$ cat src/rtl/pipe_ctrl_if.sv
// Pipeline control bundle: per-stage stall requests in, stall/flush/redirect controls out.
interface pipe_ctrl_if #(
  parameter int unsigned ADDR_WIDTH = 32,
  parameter int unsigned CNT_WIDTH  = 32
);
  logic                  stall_req_if;
  logic                  stall_req_id;
  logic                  stall_req_ex;
  logic                  stall_req_mem;
  logic                  exc_valid;
  logic [ADDR_WIDTH-1:0] exc_handler_pc;
  logic                  mispredict;
  logic [ADDR_WIDTH-1:0] mispredict_pc;
  logic                  cnt_clear;
  logic                  stall_pc;
  logic                  stall_if;
  logic                  stall_id;
  logic                  stall_ex;
  logic                  stall_mem;
  logic                  flush;
  logic                  flush_front;
  logic                  redirect_valid;
  logic [ADDR_WIDTH-1:0] redirect_pc;
  logic                  busy;
  logic [CNT_WIDTH-1:0]  stall_cycles;

  // Controller side
  modport master (
    input  stall_req_if, stall_req_id, stall_req_ex, stall_req_mem,
    input  exc_valid, exc_handler_pc, mispredict, mispredict_pc, cnt_clear,
    output stall_pc, stall_if, stall_id, stall_ex, stall_mem,
    output flush, flush_front, redirect_valid, redirect_pc, busy, stall_cycles
  );

  // Pipeline side
  modport slave (
    output stall_req_if, stall_req_id, stall_req_ex, stall_req_mem,
    output exc_valid, exc_handler_pc, mispredict, mispredict_pc, cnt_clear,
    input  stall_pc, stall_if, stall_id, stall_ex, stall_mem,
    input  flush, flush_front, redirect_valid, redirect_pc, busy, stall_cycles
  );
endinterface

$ cat src/rtl/pipe_ctrl.sv
// Central pipeline sequencer: stall merge, exception/mispredict flush and PC redirect,
// plus a saturating stall-cycle counter.
module pipe_ctrl #(
  parameter int unsigned ADDR_WIDTH   = 32,
  parameter int unsigned FLUSH_CYCLES = 2,
  parameter int unsigned CNT_WIDTH    = 32
) (
  input  logic         clk,
  input  logic         rst,
  pipe_ctrl_if.master  pif
);

  localparam int unsigned FC_W = 4;

  typedef enum logic [1:0] {
    IDLE          = 2'd0,
    FLUSH         = 2'd1,
    REDIRECT      = 2'd2,
    HOLD_REDIRECT = 2'd3
  } state_t;

  state_t                state, state_nxt;
  logic [FC_W-1:0]       flush_cnt, flush_cnt_nxt;
  logic [ADDR_WIDTH-1:0] redirect_pc, redirect_pc_nxt;
  logic [CNT_WIDTH-1:0]  stall_cycles;
  logic                  flush, flush_front, redirect_valid;
  logic                  idle;
  logic                  stall_mem, stall_ex, stall_id, stall_if, stall_pc;

  // Stalls only apply while idle; reset also masks them so outputs drop at once
  assign idle      = (state == IDLE) && !rst;
  assign stall_mem = idle && pif.stall_req_mem;
  assign stall_ex  = stall_mem || (idle && pif.stall_req_ex);
  assign stall_id  = stall_ex  || (idle && pif.stall_req_id);
  assign stall_if  = stall_id  || (idle && pif.stall_req_if);
  assign stall_pc  = stall_if;

  // State, flush countdown and redirect target registers
  always_ff @(posedge clk or posedge rst) begin
    if (rst) begin
      state       <= IDLE;
      flush_cnt   <= '0;
      redirect_pc <= '0;
    end else begin
      state       <= state_nxt;
      flush_cnt   <= flush_cnt_nxt;
      redirect_pc <= redirect_pc_nxt;
    end
  end

  // Next-state and control decode; an exception always wins over anything else
  always_comb begin
    state_nxt       = state;
    flush_cnt_nxt   = flush_cnt;
    redirect_pc_nxt = redirect_pc;
    flush           = 1'b0;
    flush_front     = 1'b0;
    redirect_valid  = 1'b0;
    case (state)
      IDLE: begin
        if (pif.exc_valid) begin
          state_nxt       = FLUSH;
          redirect_pc_nxt = pif.exc_handler_pc;
          flush_cnt_nxt   = FC_W'(FLUSH_CYCLES - 1);
        end else if (pif.mispredict) begin
          flush_front     = 1'b1;
          redirect_pc_nxt = pif.mispredict_pc;
          state_nxt       = REDIRECT;
        end
      end
      FLUSH: begin
        flush = 1'b1;
        if (pif.exc_valid) begin
          redirect_pc_nxt = pif.exc_handler_pc;
          flush_cnt_nxt   = FC_W'(FLUSH_CYCLES - 1);
        end else if (flush_cnt != '0) begin
          flush_cnt_nxt = flush_cnt - FC_W'(1);
        end else begin
          state_nxt = REDIRECT;
        end
      end
      REDIRECT, HOLD_REDIRECT: begin
        // A late exception must not be lost behind a pending redirect
        if (pif.exc_valid) begin
          state_nxt       = FLUSH;
          redirect_pc_nxt = pif.exc_handler_pc;
          flush_cnt_nxt   = FC_W'(FLUSH_CYCLES - 1);
        end else if (!pif.stall_req_if) begin
          redirect_valid = 1'b1;
          state_nxt      = IDLE;
        end else begin
          state_nxt = HOLD_REDIRECT;
        end
      end
      default: state_nxt = IDLE;
    endcase
  end

  // Saturating stall-cycle counter; clear beats increment
  always_ff @(posedge clk or posedge rst) begin
    if (rst) begin
      stall_cycles <= '0;
    end else if (pif.cnt_clear) begin
      stall_cycles <= '0;
    end else if (stall_pc && (stall_cycles != '1)) begin
      stall_cycles <= stall_cycles + CNT_WIDTH'(1);
    end
  end

  assign pif.stall_pc       = stall_pc;
  assign pif.stall_if       = stall_if;
  assign pif.stall_id       = stall_id;
  assign pif.stall_ex       = stall_ex;
  assign pif.stall_mem      = stall_mem;
  assign pif.flush          = flush;
  assign pif.flush_front    = flush_front && !rst;
  assign pif.redirect_valid = redirect_valid;
  assign pif.redirect_pc    = redirect_pc;
  assign pif.busy           = (state != IDLE);
  assign pif.stall_cycles   = stall_cycles;

endmodule

$ cat src/flat_wrapper.sv
// flat-port wrapper written by rule: the top's interface ports become plain ports
module pipe_ctrl_flat 
#(
  parameter int unsigned ADDR_WIDTH   = 32,
  parameter int unsigned FLUSH_CYCLES = 2,
  parameter int unsigned CNT_WIDTH    = 32
)
  (clk, rst, pif_stall_req_if, pif_stall_req_id, pif_stall_req_ex, pif_stall_req_mem, pif_exc_valid, pif_exc_handler_pc, pif_mispredict, pif_mispredict_pc, pif_cnt_clear, pif_stall_pc, pif_stall_if, pif_stall_id, pif_stall_ex, pif_stall_mem, pif_flush, pif_flush_front, pif_redirect_valid, pif_redirect_pc, pif_busy, pif_stall_cycles);
  pipe_ctrl_if #(.ADDR_WIDTH(ADDR_WIDTH), .CNT_WIDTH(CNT_WIDTH)) pif_i ();
  input  logic clk;
  input  logic rst;
  input wire logic [$bits(pif_i.stall_req_if)-1:0] pif_stall_req_if;
  input wire logic [$bits(pif_i.stall_req_id)-1:0] pif_stall_req_id;
  input wire logic [$bits(pif_i.stall_req_ex)-1:0] pif_stall_req_ex;
  input wire logic [$bits(pif_i.stall_req_mem)-1:0] pif_stall_req_mem;
  input wire logic [$bits(pif_i.exc_valid)-1:0] pif_exc_valid;
  input wire logic [$bits(pif_i.exc_handler_pc)-1:0] pif_exc_handler_pc;
  input wire logic [$bits(pif_i.mispredict)-1:0] pif_mispredict;
  input wire logic [$bits(pif_i.mispredict_pc)-1:0] pif_mispredict_pc;
  input wire logic [$bits(pif_i.cnt_clear)-1:0] pif_cnt_clear;
  output wire logic [$bits(pif_i.stall_pc)-1:0] pif_stall_pc;
  output wire logic [$bits(pif_i.stall_if)-1:0] pif_stall_if;
  output wire logic [$bits(pif_i.stall_id)-1:0] pif_stall_id;
  output wire logic [$bits(pif_i.stall_ex)-1:0] pif_stall_ex;
  output wire logic [$bits(pif_i.stall_mem)-1:0] pif_stall_mem;
  output wire logic [$bits(pif_i.flush)-1:0] pif_flush;
  output wire logic [$bits(pif_i.flush_front)-1:0] pif_flush_front;
  output wire logic [$bits(pif_i.redirect_valid)-1:0] pif_redirect_valid;
  output wire logic [$bits(pif_i.redirect_pc)-1:0] pif_redirect_pc;
  output wire logic [$bits(pif_i.busy)-1:0] pif_busy;
  output wire logic [$bits(pif_i.stall_cycles)-1:0] pif_stall_cycles;
  assign pif_i.stall_req_if = pif_stall_req_if;
  assign pif_i.stall_req_id = pif_stall_req_id;
  assign pif_i.stall_req_ex = pif_stall_req_ex;
  assign pif_i.stall_req_mem = pif_stall_req_mem;
  assign pif_i.exc_valid = pif_exc_valid;
  assign pif_i.exc_handler_pc = pif_exc_handler_pc;
  assign pif_i.mispredict = pif_mispredict;
  assign pif_i.mispredict_pc = pif_mispredict_pc;
  assign pif_i.cnt_clear = pif_cnt_clear;
  assign pif_stall_pc = pif_i.stall_pc;
  assign pif_stall_if = pif_i.stall_if;
  assign pif_stall_id = pif_i.stall_id;
  assign pif_stall_ex = pif_i.stall_ex;
  assign pif_stall_mem = pif_i.stall_mem;
  assign pif_flush = pif_i.flush;
  assign pif_flush_front = pif_i.flush_front;
  assign pif_redirect_valid = pif_i.redirect_valid;
  assign pif_redirect_pc = pif_i.redirect_pc;
  assign pif_busy = pif_i.busy;
  assign pif_stall_cycles = pif_i.stall_cycles;
  pipe_ctrl #(.ADDR_WIDTH(ADDR_WIDTH), .FLUSH_CYCLES(FLUSH_CYCLES), .CNT_WIDTH(CNT_WIDTH)) u_core (.clk(clk), .rst(rst), .pif(pif_i));
endmodule
$ cat config.mk
export PLATFORM = sky130hd
export DESIGN_NAME = pipe_ctrl_flat
export DESIGN_NICKNAME = d
export VERILOG_FILES = /design/src/rtl/pipe_ctrl_if.sv /design/src/rtl/pipe_ctrl.sv /design/src/flat_wrapper.sv
export SDC_FILE = /design/constraint.sdc
export NUM_CORES = 1
export LEC_CHECK = 0
export CAP_MARGIN = 10
export CORE_ASPECT_RATIO = 0.9
export CORE_UTILIZATION = 40
export DETAILED_ROUTE_END_ITERATION = 8
export PLACE_DENSITY = 0.76
export SLEW_MARGIN = 25
export SYNTH_ARGS = -nofsm -noshare
export SYNTH_HDL_FRONTEND = slang
export SYNTH_SLANG_ARGS = --single-unit
export TNS_END_PERCENT = 20
$ cat constraint.sdc
create_clock -name clk -period 5.33 [get_ports clk]
set_input_delay 1.599 -clock clk [delete_from_list [all_inputs] [get_ports clk]]
set_output_delay 1.599 -clock clk [all_outputs]
set_load 0.005 [all_outputs]
Yosys cells after proc, flatten, opt, wreduce, memory -nomap -nowiden
Index checks and enable logic that the tools add are counted.
Widths: inputs -> output; s select.

storage, ports and cells
  bits in registers = 70
  latch bits = 0
  RAM bits = 0
  memory bits (read-only) = 0
  input port bits = 73
  word-level logic and storage cells = 61
  memories kept = 0

operators by class
  $add $sub $neg = 2
  $mul = 0
  div/mod/pow operators = 0
  order comparisons = 0
  equal/unequal tests = 10
  shift-type cells = 0
  muxes and demuxes = 24
  bitwise gates (word level) = 0
  reductions and logical operators = 21

operator list
  operator               number
  $mux 32                5
  $pmux 32 s2            1
  $add 32x1->32 const B  1
  $ne 32x32->1 const B   1
  $mux 2                 6
  $mux 4                 3
  $pmux 4 s2             1
  $logic_and 1x1->1      7
  $mux 1                 7
  $pmux 2 s3             1
  $reduce_or 3->1        2
  $eq 2x2->1 const B     2
  $ne 2x1->1 const B     2
  $ne 2x2->1 const B     2
  $reduce_and 2->1       2
  $reduce_bool 2->1      2
  $reduce_bool 4->1      1
  $sub 4x1->4 const B    1
  $logic_or 1x1->1       3
  $ne 3x2->1 const B     1
  $ne 3x3->1 const B     1
  $reduce_and 3->1       1
  $eq 2x1->1 const B     1
  $logic_not 2->1        1
  2 further kinds        2

Longest topological paths before layout
Gate-level depths: netlist of run 1.

  word-level depth = 9
  gate-level depth with buffers = 7

Worst setup path before layout of run 1
No wires, ideal clock.

  path kind = input port to output port
  start point = input port pif_stall_req_if
  end point = output port pif_stall_pc
  arrival = 2762 ps
  slack = 969 ps
  cell stages on the path = 5
  cells stage by stage = or4_1 -> nand2_1 -> clkbuf_1 -> inv_1 -> buf_4

between the ends
  longest elaborated chain between the ends = 2

ends and longest elaborated chain
  item                RTL line            text
  start: declaration  flat_wrapper.sv:12  input wire logic [$bits(pif_i.stall_req_if)-1:0] pif_stall_req_if;
  $logic_and 1x1->1   pipe_ctrl.sv:35     assign stall_if = stall_id || (idle && pif.stall_req_if);
  $logic_or 1x1->1    pipe_ctrl.sv:35
  end: declaration    flat_wrapper.sv:21  output wire logic [$bits(pif_i.stall_pc)-1:0] pif_stall_pc;

Every way passes these cells.

Worst setup path after layout of run 1
  start point = input port pif_stall_req_if
  end point = output port pif_stall_if

between the ends
  longest elaborated chain between the ends = 2

ends and longest elaborated chain
  item               RTL line            text
  $logic_and 1x1->1  pipe_ctrl.sv:35
  $logic_or 1x1->1   pipe_ctrl.sv:35
  end: declaration   flat_wrapper.sv:22  output wire logic [$bits(pif_i.stall_if)-1:0] pif_stall_if;

Every way passes these cells.

==> results of run 1 <==
power by group through the flow:
stage               Clock (mW)  Sequential [mW]  Combinational, mW
floorplan                    0            0.637              0.183
global placement             0            0.637              0.387
detailed placement           0            0.639              0.405
CTS                      0.385            0.630              0.407
global route             0.403            0.638              0.440
finish                   0.370            0.631              0.402
cells in the final DEF (no fill, tap or decap), types with 2 or more instances in the layout:
cell type	count
clkdlybuf4s50_1	144
dfrtp_1	70
nand2_1	50
o21ai_0	44
mux2i_1	33
a21oi_1	23
nor2_1	18
or4_1	14
o31ai_1	14
clkbuf_8	11
inv_1	10
nand3_1	10
or3_1	10
nand4_1	9
buf_4	7
nor3_1	6
and4_1	5
xnor2_1	4
and2_1	4
and3_1	4
xor2_1	3
a2111oi_0	3
ha_1	3
a211oi_1	2
and4_2	2
nor2b_1	2
mux2_2	2
o2111ai_1	2
clkinv_2	2
synth_stat cells, drive strengths merged:
cell type and number:
dfrtp 70, nand2 50, o21ai 45, mux2i 33
a21oi 23, nor2 19, clkbuf 14, o31ai 14
or4 14, inv 11, or3 11, nand3 10
nand4 10, and4 7, buf 6, nor3 6
and2 5, and3 5, xnor2 4, a2111oi 3
ha 3, xor2 3, a211oi 2, mux2 2
nor2b 2, o2111ai 2, a211o 1, a21boi 1
and2b 1, nand2b 1, nor3b 1, nor4 1
nor4b 1, or2 1, or3b 1
path summary, 6_finish.rpt:
kind | from | endpoint | slack [ps] | cells past startpoint
worst max-delay path | pif_stall_req_if | pif_stall_if | 350 | 5
worst min-delay path | u_core.flush_cnt[3]$_DFFE_PP0P_ | u_core.flush_cnt[3]$_DFFE_PP0P_ | 540 | 2
worst max register to register | u_core.pif.stall_cycles[8]$_DFFE_PP0P_ | u_core.pif.stall_cycles[11]$_DFFE_PP0P_ | 2960 | 5
worst min register to register | u_core.flush_cnt[3]$_DFFE_PP0P_ | u_core.flush_cnt[3]$_DFFE_PP0P_ | 540 | 2
max in group asynchronous | rst | u_core.pif.stall_cycles[28]$_DFFE_PP0P_ | 2600 | 3
min in group asynchronous | rst | u_core.pif.redirect_pc[22]$_DFFE_PP0P_ | 1770 | 2
cells by family (layout without fill, tap and decap cells):
kind of cell               after synthesis  count (layout)  share of synthesized area [%]
AOI/OAI and AO/OA                       91              91                          14.16
xor gates and xnor gates                 7               7                          1.663
adders and majority gates                3               3                          1.018
buffers and inverters                   31             177                          4.243
DFF                                     70              70                          47.52
muxes                                   35              35                          9.572
and+or+nand+nor                        146             146                          21.83
per-layer routing:
layer  up-vias  track usage [%]  part of all wire (%)
li1       1684                -                     -
met1      1693            27.66                    42
met2        86            36.83                    53
met3         7            4.410                   3.6
met4         0            6.690                  0.89
met5         -                0                     0
layout make-up:
class / instances / area, um^2 / area share, %
Sequential cell: 70 / 1752 / 32.35
Timing Repair Buffer: 153 / 1526 / 28.19
Clock buffer: 11 / 151.4 / 2.796
Clock inverter: 2 / 10.01 / 0.1848
Tap cell: 119 / 148.9 / 2.750
Inverter: 11 / 41.29 / 0.7625
Multi-Input combinational cell: 282 / 1785 / 32.97
registers in the layout, summed over array words and instances, names as in the netlist:
signal,flops
u_core.flush_cnt,4
u_core.pif.redirect_pc,32
u_core.pif.stall_cycles,32
u_core.state,2
worst reg2reg max path, delay by kind of cell, from the launching register on:
family | cells | cell delay (ps)
compound gates | 3 | 1110
flops | 1 | 420
simple gates | 2 | 740
==> results.txt, run 1 <==
Status = finished clean
Tightest Hold Check Type = reg2reg
Clock Latency Late Sink = 330 ps
Crit path DAT = 3380 ps
Initial DRC Count = 93
DPL Wire Length = 7.559 mm
Slowest cell on crit path = or4_1
CTS Buf Count = 9
Die X-Extent = 103.2 um
Crit start category = input pin
Routed WL = 10.12 mm
# resized after CTS = 0
Pre-CTS setup slack = 347.7 ps
Synth area leader = dfrtp_1
CP peak stage delay = 610 ps
Worst Setup End Kind = output port
Clk pwr share = 26.4%
Post-CTS setup buffers = 0
Most frequent CP cell = clkdlybuf4s50_1
Clock-pin slew on the worst setup and hold paths = 60 ps
RSZ-0062 raised after global routing = no
Dominant cells by area after synthesis = dfrtp_1, mux2i_1, o21ai_0
Vias in the first global route = 3295
Tmin final = 4976 ps
Power density over cell area = 258.9 nW/um^2
Max-slew violation count = 0
P_leak = 2.095 nW
Row count = 32
Seq cells post-synth = 70
P_sw = 0.3939 mW
Setup TNS = 0 ps
Area Growth Syn to Fin = 46.91%
Buf/Inv on CP = 3
Gp weighted congestion = 0.8148
Comb power frac = 28.7%
IO Port Bufs = 145
Critical path's top delay family = buffers and inverters
Drc violations = 0
VDD IR max = 0.1492 mV
Gr ovfl total = 0
CTS tree = built
P_int = 1.008 mW
Largest net degree at the start of global routing = 45
Synthesized instance count = 383
Post-Route Utilization = 61.76%
Final Setup Violations = 0
CP Max Fanout = 4
Ports = 146
Pre-antenna DRT Iters = 4
Post-layout net count = 603
DP Area = 5254 um^2
Switching part of the total power = 28.09%
Setup Crit Path Kind = in2out
Post-synth top area share = 47.52%
Global-route wire length before repair = 16.07 mm
Tot Pwr = 1.402 mW
Post-synthesis sequential area ratio = 47.52%
Fin crit share = 93.36%
Core area = 8768 um^2
Fillers = 755
Initial core utilization = 42.04%
Yosys cell types = 42
Via density = 5.355
Highest clock rate = 201.0 MHz
Die Ht = 93.07 um
Cell Count, Final, Fillers Out = 648
Reg power frac = 45.0%
Final hold viol count = 0
Post-route cell area = 5415 um^2
Root Driver = clkbuf_8
Htree depth = 3
Slew HR = 46.45%
Worst Clk Skew = 7.855 ps
CTS Buffer Depth = 2
Setup WS post-layout = 353.8 ps
Post-placement cell count = 635
Syn Std Cell Area = 3686 um^2
WHS = 544.2 ps
Max-cap viol count = 0
Routed Antenna Nets = 0
Critical Path, Cell by Cell = clkdlybuf4s50_1 > or4_1 > nand2_1 > inv_1 > clkdlybuf4s50_1
Routed vias = 3470
Total global-route track usage = 21.71%
Required time worst endpoint = 3730 ps
Clock Sink Count = 70
Syn_area_per_cell = 9.624 um^2
Yosys warnings = 0
Post-DR wirelength/cell = 15.61 um
# diodes = 0
Initial antenna violation count = 0
Hold Buf Count CTS = 0
Share of cells above drive strength 1 = 6.994%
Slew @ Worst Pin = 800.8 ps
Die footprint = 9603 um^2
Net Count, Synth = 459
No activity file was read; power rests on OpenSTA's default activity.
==> run 2: changes to the inputs <==
--- a/config.mk
+++ b/config.mk
@@ -8,6 +8,7 @@
 export CAP_MARGIN = 10
 export CORE_ASPECT_RATIO = 0.9
 export CORE_UTILIZATION = 40
+export CTS_BUF_LIST = sky130_fd_sc_hd__clkbuf_2 sky130_fd_sc_hd__clkbuf_4 sky130_fd_sc_hd__clkbuf_8
 export DETAILED_ROUTE_END_ITERATION = 8
 export PLACE_DENSITY = 0.76
 export SLEW_MARGIN = 25
==> results of run 2 <==
Same layout as run 1: the final DEF is identical, and so are final timing and power.
